`src/rtl/bf16_to_fp8_packer.sv`:
```
// bf16_to_fp8_packer
//   Requantizer on the drain side of the systolic array. It converts BF16
//   results to FP8 E4M3 (OCP variant: bias 7, no Inf, 0x7F/0xFF is NaN) and
//   packs PACK bytes per output word for write-back as next-layer operands.
//   Two-stage valid/ready pipeline: stage 1 converts, stage 2 packs.
//
//   Parameters
//     PACK       FP8 lanes per output word (1, 2, 4 or 8)
//   Ports
//     clk        clock, rising edge
//     rst_n      asynchronous active-low reset
//     in_valid   input beat valid
//     in_ready   beat accepted this cycle when in_valid is also high
//     in_bf16    BF16 value {sign, exp[7:0], man[6:0]}
//     in_last    final element of a row; flushes a partial word
//     out_valid  output word valid
//     out_ready  downstream accepts the word
//     out_data   packed FP8 bytes, lane 0 in [7:0], unused upper lanes zero
//     out_bytes  number of valid lanes in out_data (1..PACK)
//     out_last   word contains the in_last element
//     out_sat    at least one lane in the word saturated or was NaN
//   Optional (macro FP8Q_STATS_EN)
//     sat_cnt    finite/Inf inputs that saturated (sticks at 0xFFFF)
//     nan_cnt    NaN inputs (sticks at 0xFFFF)
//     uflow_cnt  nonzero inputs that became +/-0 (sticks at 0xFFFF)

module bf16_to_fp8_packer #(
    parameter int PACK = 4
) (
    input  logic                clk,
    input  logic                rst_n,
    input  logic                in_valid,
    output logic                in_ready,
    input  logic [15:0]         in_bf16,
    input  logic                in_last,
    output logic                out_valid,
    input  logic                out_ready,
    output logic [8*PACK-1:0]   out_data,
    output logic [3:0]          out_bytes,
    output logic                out_last,
    output logic                out_sat
`ifdef FP8Q_STATS_EN
    ,
    output logic [15:0]         sat_cnt,
    output logic [15:0]         nan_cnt,
    output logic [15:0]         uflow_cnt
`endif
);

    localparam int IW = (PACK > 1) ? $clog2(PACK) : 1;

    // Whole pipeline moves together: it only stalls when a finished word
    // is sitting in the output register and nobody takes it.
    logic advance;
    assign advance  = ~out_valid | out_ready;
    assign in_ready = advance;

    // ------------------------------------------------------------------
    // Conversion (combinational, feeds stage 1)
    // ------------------------------------------------------------------
    logic       sgn;
    logic [7:0] ex;
    logic [6:0] mn;
    logic [7:0] sig;     // 1.man as an integer with 7 fraction bits
    logic [7:0] nrm;     // {exp4, man3} before the saturation clamp
    logic       rnd;
    logic [2:0] sq;      // subnormal integer part before rounding
    logic       sg, ss;  // subnormal guard / sticky
    logic [3:0] sub;     // subnormal mantissa after rounding, 0..8
    logic [6:0] cv_mag;
    logic       cv_sat;
    logic [7:0] cv_byte;

    assign sgn = in_bf16[15];
    assign ex  = in_bf16[14:7];
    assign mn  = in_bf16[6:0];
    assign sig = {1'b1, mn};

    always_comb begin
        cv_mag = 7'h00;
        cv_sat = 1'b0;
        nrm    = 8'h00;
        rnd    = 1'b0;
        sq     = 3'd0;
        sg     = 1'b0;
        ss     = 1'b0;
        sub    = 4'd0;
        if (ex == 8'hFF) begin
            // NaN keeps the NaN code; Inf clamps to max finite (+/-448)
            cv_mag = (mn != 7'd0) ? 7'h7F : 7'h7E;
            cv_sat = 1'b1;
        end else if (ex == 8'd0) begin
            cv_mag = 7'h00;                       // zero and BF16 subnormals
        end else if (ex > 8'd135) begin
            cv_mag = 7'h7E;                       // |x| >= 512
            cv_sat = 1'b1;
        end else if (ex >= 8'd121) begin
            // Normal range. RNE on man[3:0]; a mantissa carry simply ripples
            // into the exponent field of the concatenated code.
            rnd = mn[3] & ((|mn[2:0]) | mn[4]);
            nrm = ((ex - 8'd120) << 3) + {5'd0, mn[6:4]} + {7'd0, rnd};
            if (nrm > 8'h7E) begin
                cv_mag = 7'h7E;                   // 480 and up would hit NaN
                cv_sat = 1'b1;
            end else begin
                cv_mag = nrm[6:0];
            end
        end else if (ex >= 8'd117) begin
            // Subnormal range: mantissa = RNE(1.man * 2^(e+9)). A result of
            // 8 lands on code 0x08, which is exactly the minimum normal.
            case (ex)
                8'd120:  begin sq = sig[7:5];         sg = sig[4]; ss = |sig[3:0]; end
                8'd119:  begin sq = {1'b0, sig[7:6]}; sg = sig[5]; ss = |sig[4:0]; end
                8'd118:  begin sq = {2'b0, sig[7]};   sg = sig[6]; ss = |sig[5:0]; end
                default: begin sq = 3'd0;             sg = sig[7]; ss = |sig[6:0]; end
            endcase
            sub    = {1'b0, sq} + {3'd0, sg & (ss | sq[0])};
            cv_mag = {3'd0, sub};
        end
    end

    assign cv_byte = {sgn, cv_mag};

    // ------------------------------------------------------------------
    // Stage 1 register
    // ------------------------------------------------------------------
    logic       s1_valid;
    logic [7:0] s1_byte;
    logic       s1_last;
    logic       s1_sat;
`ifdef FP8Q_STATS_EN
    logic       s1_nan;
    logic       s1_uflow;
`endif

    always_ff @(posedge clk or negedge rst_n) begin
        if (!rst_n) begin
            s1_valid <= 1'b0;
            s1_byte  <= 8'h00;
            s1_last  <= 1'b0;
            s1_sat   <= 1'b0;
`ifdef FP8Q_STATS_EN
            s1_nan   <= 1'b0;
            s1_uflow <= 1'b0;
`endif
        end else if (advance) begin
            s1_valid <= in_valid;
            s1_byte  <= cv_byte;
            s1_last  <= in_last;
            s1_sat   <= cv_sat;
`ifdef FP8Q_STATS_EN
            s1_nan   <= (ex == 8'hFF) && (mn != 7'd0);
            s1_uflow <= (in_bf16[14:0] != 15'd0) && (cv_mag == 7'h00);
`endif
        end
    end

    // ------------------------------------------------------------------
    // Stage 2: pack
    // ------------------------------------------------------------------
    logic [IW-1:0]          idx;
    logic [PACK-1:0][7:0]   buf_q;
    logic [PACK-1:0][7:0]   merged;
    logic                   word_sat;
    logic                   done;

    // Buffer with the incoming byte dropped into its lane. Lanes above idx
    // are still zero from the last clear, so a flushed partial word is
    // already zero-padded.
    for (genvar l = 0; l < PACK; l++) begin : g_lane
        assign merged[l] = (s1_valid && idx == IW'(l)) ? s1_byte : buf_q[l];
    end

    assign done = s1_valid & ((idx == IW'(PACK - 1)) | s1_last);

    always_ff @(posedge clk or negedge rst_n) begin
        if (!rst_n) begin
            idx       <= '0;
            buf_q     <= '0;
            word_sat  <= 1'b0;
            out_valid <= 1'b0;
            out_data  <= '0;
            out_bytes <= 4'd0;
            out_last  <= 1'b0;
            out_sat   <= 1'b0;
        end else if (advance) begin
            out_valid <= done;
            if (s1_valid) begin
                if (done) begin
                    out_data  <= merged;
                    out_bytes <= 4'(idx) + 4'd1;
                    out_last  <= s1_last;
                    out_sat   <= word_sat | s1_sat;
                    idx       <= '0;
                    buf_q     <= '0;
                    word_sat  <= 1'b0;
                end else begin
                    buf_q     <= merged;
                    word_sat  <= word_sat | s1_sat;
                    idx       <= idx + 1'b1;
                end
            end
        end
    end

`ifdef FP8Q_STATS_EN
    // One event per byte consumed by the packer; counters stick at max.
    logic consume;
    assign consume = advance & s1_valid;

    always_ff @(posedge clk or negedge rst_n) begin
        if (!rst_n) begin
            sat_cnt   <= 16'd0;
            nan_cnt   <= 16'd0;
            uflow_cnt <= 16'd0;
        end else if (consume) begin
            if (s1_sat && !s1_nan && sat_cnt != 16'hFFFF) sat_cnt <= sat_cnt + 16'd1;
            if (s1_nan && nan_cnt != 16'hFFFF)             nan_cnt <= nan_cnt + 16'd1;
            if (s1_uflow && uflow_cnt != 16'hFFFF)         uflow_cnt <= uflow_cnt + 16'd1;
        end
    end
`endif

endmodule

```
`config.mk`:
```
export PLATFORM = sky130hd
export DESIGN_NAME = bf16_to_fp8_packer
export DESIGN_NICKNAME = d
export VERILOG_FILES = /design/src/rtl/bf16_to_fp8_packer.sv
export SDC_FILE = /design/constraint.sdc
export NUM_CORES = 1
export LEC_CHECK = 0
export ABC_AREA = 1
export CAP_MARGIN = 20
export CORE_ASPECT_RATIO = 1.75
export CORE_MARGIN = 2
export CORE_UTILIZATION = 54
export DETAILED_ROUTE_END_ITERATION = 6
export MAX_ROUTING_LAYER = met4
export PLACE_DENSITY = 0.82
export SYNTH_ARGS = -nofsm -noshare
export SYNTH_HDL_FRONTEND = slang
export SYNTH_SLANG_ARGS = --single-unit
```
`constraint.sdc`:
```
create_clock -name clk -period 2 [get_ports clk]
set_input_delay 0.2 -clock clk [delete_from_list [all_inputs] [get_ports clk]]
set_output_delay 0.2 -clock clk [all_outputs]
set_load 0.05 [all_outputs]
```
==> metrics.md <==
| Metric | Value |
|---|---|
| Status | finished clean |
| Worst path cell trace | ha_1 -> nand2_1 -> nor2_1 -> a21oi_1 -> o21ai_0 |
| CTS buffer count | 9 |
| YS warnings | 0 |
| Critical Path AT | 1.99 ns |
| Number of diodes | 0 |
| Placer Congestion | 0.919 |
| CP startpoint kind | register |
| CP Max Fanout | 16 |
| Slowest stage delay, CP | 0.44 ns |
| Cells after DPL | 637 |
| FMAX | 562 MHz |
| Req. time, crit path | 2.21 ns |
| Clock Skew | 0.00621 ns |
| Area taken by multi-input logic gates | 1660 µm² |
| Fraction of registers with async set or reset after synthesis | 100% |
| Synth Flop Type | dfrtp_1 |
| Avg Synthesized Cell Area | 8.12 µm² |
| Share of Yosys cell area claimed by the top area cell type | 53.0% |
| Nets | 590 |
| Setup CP Type | reg -> reg |
| FF+latch count, synth | 84 |
| Mapped Area | 3970 µm² |
| Detailed Route Iter0 Violations | 496 |
| Grt ovf | 0 |
| Vias | 3602 |
| First-pass GRT wire length | 16100 µm |
| Sequential area share after synthesis | 53.0% |
| Max VDD drop | 0.915 mV |
| Vias in the first global route | 3474 |
| Max-cap viol count | 0 |
| Post-CTS setup buffers | 0 |
| Fin cells | 654 |
| Core Rows | 41 |
| Crit share post-route | 88.9% |
| Pwr/cell area | 1490 nW/µm² |
| Maximum clock insertion buffer count | 2 |
| Hold Vio Cnt, Final | 0 |
| Synth cell count leaders | 126 x nand2_1, 84 x dfrtp_1, 71 x o21ai_0 |
| Net count after synthesis | 516 |
| Hold/Removal Path Class | in -> async |
| Core area | 7180 µm² |
| Drt first pass iters | 5 |
| Yosys top cell by area | dfrtp_1 |
| Tot GR Track Use | 27.3% |
| Mapped Cells | 489 |
| Final ANT Viol Nets | 0 |
| Slowest cell on the critical path | dfrtp_1 |
| Count leader, synth | nand2_1 |
| Die W | 68.8 µm |
| Hold WS | 0.385 ns |
| Setup crit end kind | register |
| Final instance area | 5110 µm² |
| Largest net degree at the start of global routing | 72 |
| Sequential Area | 2100 µm² |
| WL/cell | 15.0 µm |
| Leakage power | 0.00241 µW |
| Die area | 8080 µm² |
| Filler cells | 574 |
| Synth area leaders | dfrtp_1 53%, nand2_1 12%, o21ai_0 9.0% |
| Top Ports | 61 |
| CTS tree | done |
| DRC | 0 |
| Layout cell share with drive strength beyond 1 | 10.6% |
| Number of I/O port buffers | 59 |
| H-tree depth | 3 |
| Minimum clock period | 1.78 ns |
| Slew headroom | 63.4% |
| Clock slew at reported path FFs | 0.06 ns |
| Synth-to-Final Area Change | 28.8% |
| Vias per inst | 5.51 |
| Post-synth EDFFs | 0 |
| Least-Margin Pin Slew | 0.549 ns |
| Initial antenna violation count | 0 |
| Clk sink count | 84 |
| Unique masters post-synth | 28 |
| Detailed Place HPWL | 6950 µm |
| Starting density of the core | 55.3% |
| Clock Latency Late Sink | 0.35 ns |
| Die H | 117 µm |
| RSZ-0062 raised after global routing | false |
| Final setup vio count | 0 |
| Final Max Tran Viols | 0 |
| Placed Area | 4800 µm² |
| CTS root buffer | clkbuf_16 |
| WL final | 9810 µm |
-- routing by layer --
layer	track usage, %	vias up	share of wire (%)
met5	-	-	0
met4	11.6	0	3.9
met2	44.3	129	54
met3	5.18	24	3.9
li1	-	1734	-
met1	32.0	1715	38
-- registers in the layout (all words and copies together), names as in the netlist --
signal     count
out_last       1
out_sat        1
s1_sat         1
s1_valid       1
buf_q         32
s1_last        1
s1_byte        8
out_valid      1
idx            2
out_data      32
out_bytes      3
word_sat       1
-- placed cells by master (no fill, tap or decap) --
master           instances
nand2_1                126
dfrtp_1                 84
o21ai_0                 71
clkdlybuf4s50_1         57
nor2_1                  55
a21oi_1                 36
inv_1                   28
buf_4                   23
nand3_1                 16
clkbuf_16                9
inv_2                    7
o21ai_1                  6
ha_1                     6
xor2_1                   5
nand2_2                  4
o22ai_1                  4
o211ai_1                 4
nor2_4                   3
nand4_1                  3
buf_12                   3
nor3_1                   2
clkinvlp_4               2
clkinv_2                 2
nor2_2                   1
o21ai_2                  1
o211ai_4                 1
a31oi_1                  1
nand3_2                  1
or2_1                    1
and2_1                   1
conb_1                   1
bufinv_16                1
clkbuf_8                 1
clkinv_4                 1
dlygate4sd3_1            1
-- cell families (layout without fill, tap and decap cells) --
kind of cell	after synthesis	after routing	share of synthesized area, %
other	1	1	0.0945
DFF	84	84	53.0
adders and majority gates	6	6	1.89
xor gates and xnor gates	5	5	1.10
buffers and inverters	56	135	5.55
AOI/OAI and AO/OA	124	124	16.3
and+or+nand+nor	213	213	22.1
-- power breakdown --
group          internal (µW)  switching, µW  total (µW)
sequential              2300            347        2650
clock                    998            673        1670
combinational           1030           2260        3290
total                   4330           3280        7610
-- path summary, 6_finish.rpt --
check / slack [ns] / end / start / cells after the start
max: 0.22 / buf_q[24]$_DFFE_PN0P_ / idx[0]$_DFFE_PN0P_ / 5
min: 0.39 / out_data[25]$_DFFE_PN0P_ / rst_n / 2
max reg2reg: 0.22 / buf_q[24]$_DFFE_PN0P_ / idx[0]$_DFFE_PN0P_ / 5
min reg2reg: 0.49 / out_data[2]$_DFFE_PN0P_ / out_data[2]$_DFFE_PN0P_ / 2
max in group asynchronous: 1.04 / buf_q[25]$_DFFE_PN0P_ / rst_n / 3
min in group clk: 0.43 / s1_last$_DFFE_PN0N_ / in_last / 3
-- what timing repair did --
action                     4_1_cts  5_1_grt
hold endpoints to repair        41        0
hold buffers                     1        0
setup endpoints to repair        0        0
gates resized for setup          0        0
-- through the flow --
step	setup WS, ns	util, %	total power [µW]	TNS [ns]
floorplan	0.233	-	4760	0
global placement	-0.0992	66.8	5800	-0.151
detailed placement	-0.110	66.8	5930	-0.158
CTS	0.226	71.2	7620	0
global route	0.0506	71.2	8050	0
finish	0.221	71.2	7610	0
-- final cells by class --
| class | count | area share (%) |
|---|---|---|
| flip-flops and latches | 84 | 41.1 |
| multi-input cells | 349 | 32.4 |
| repair buffers | 84 | 15.9 |
| clock buffers | 10 | 4.67 |
| inverters | 35 | 2.57 |
| well taps | 86 | 2.10 |
| clock inverters | 6 | 1.25 |
-- worst max-delay path, delay by kind of cell, from the launching register on --
| family | cells | cell delay, ns |
|---|---|---|
| adder cells (fa/ha/maj) | 1 | 0.29 |
| AND/OR/NAND/NOR | 2 | 0.49 |
| AO/OA/AOI/OAI | 2 | 0.42 |
| flip-flops | 1 | 0.44 |
(Power assumes the default switching activity.)
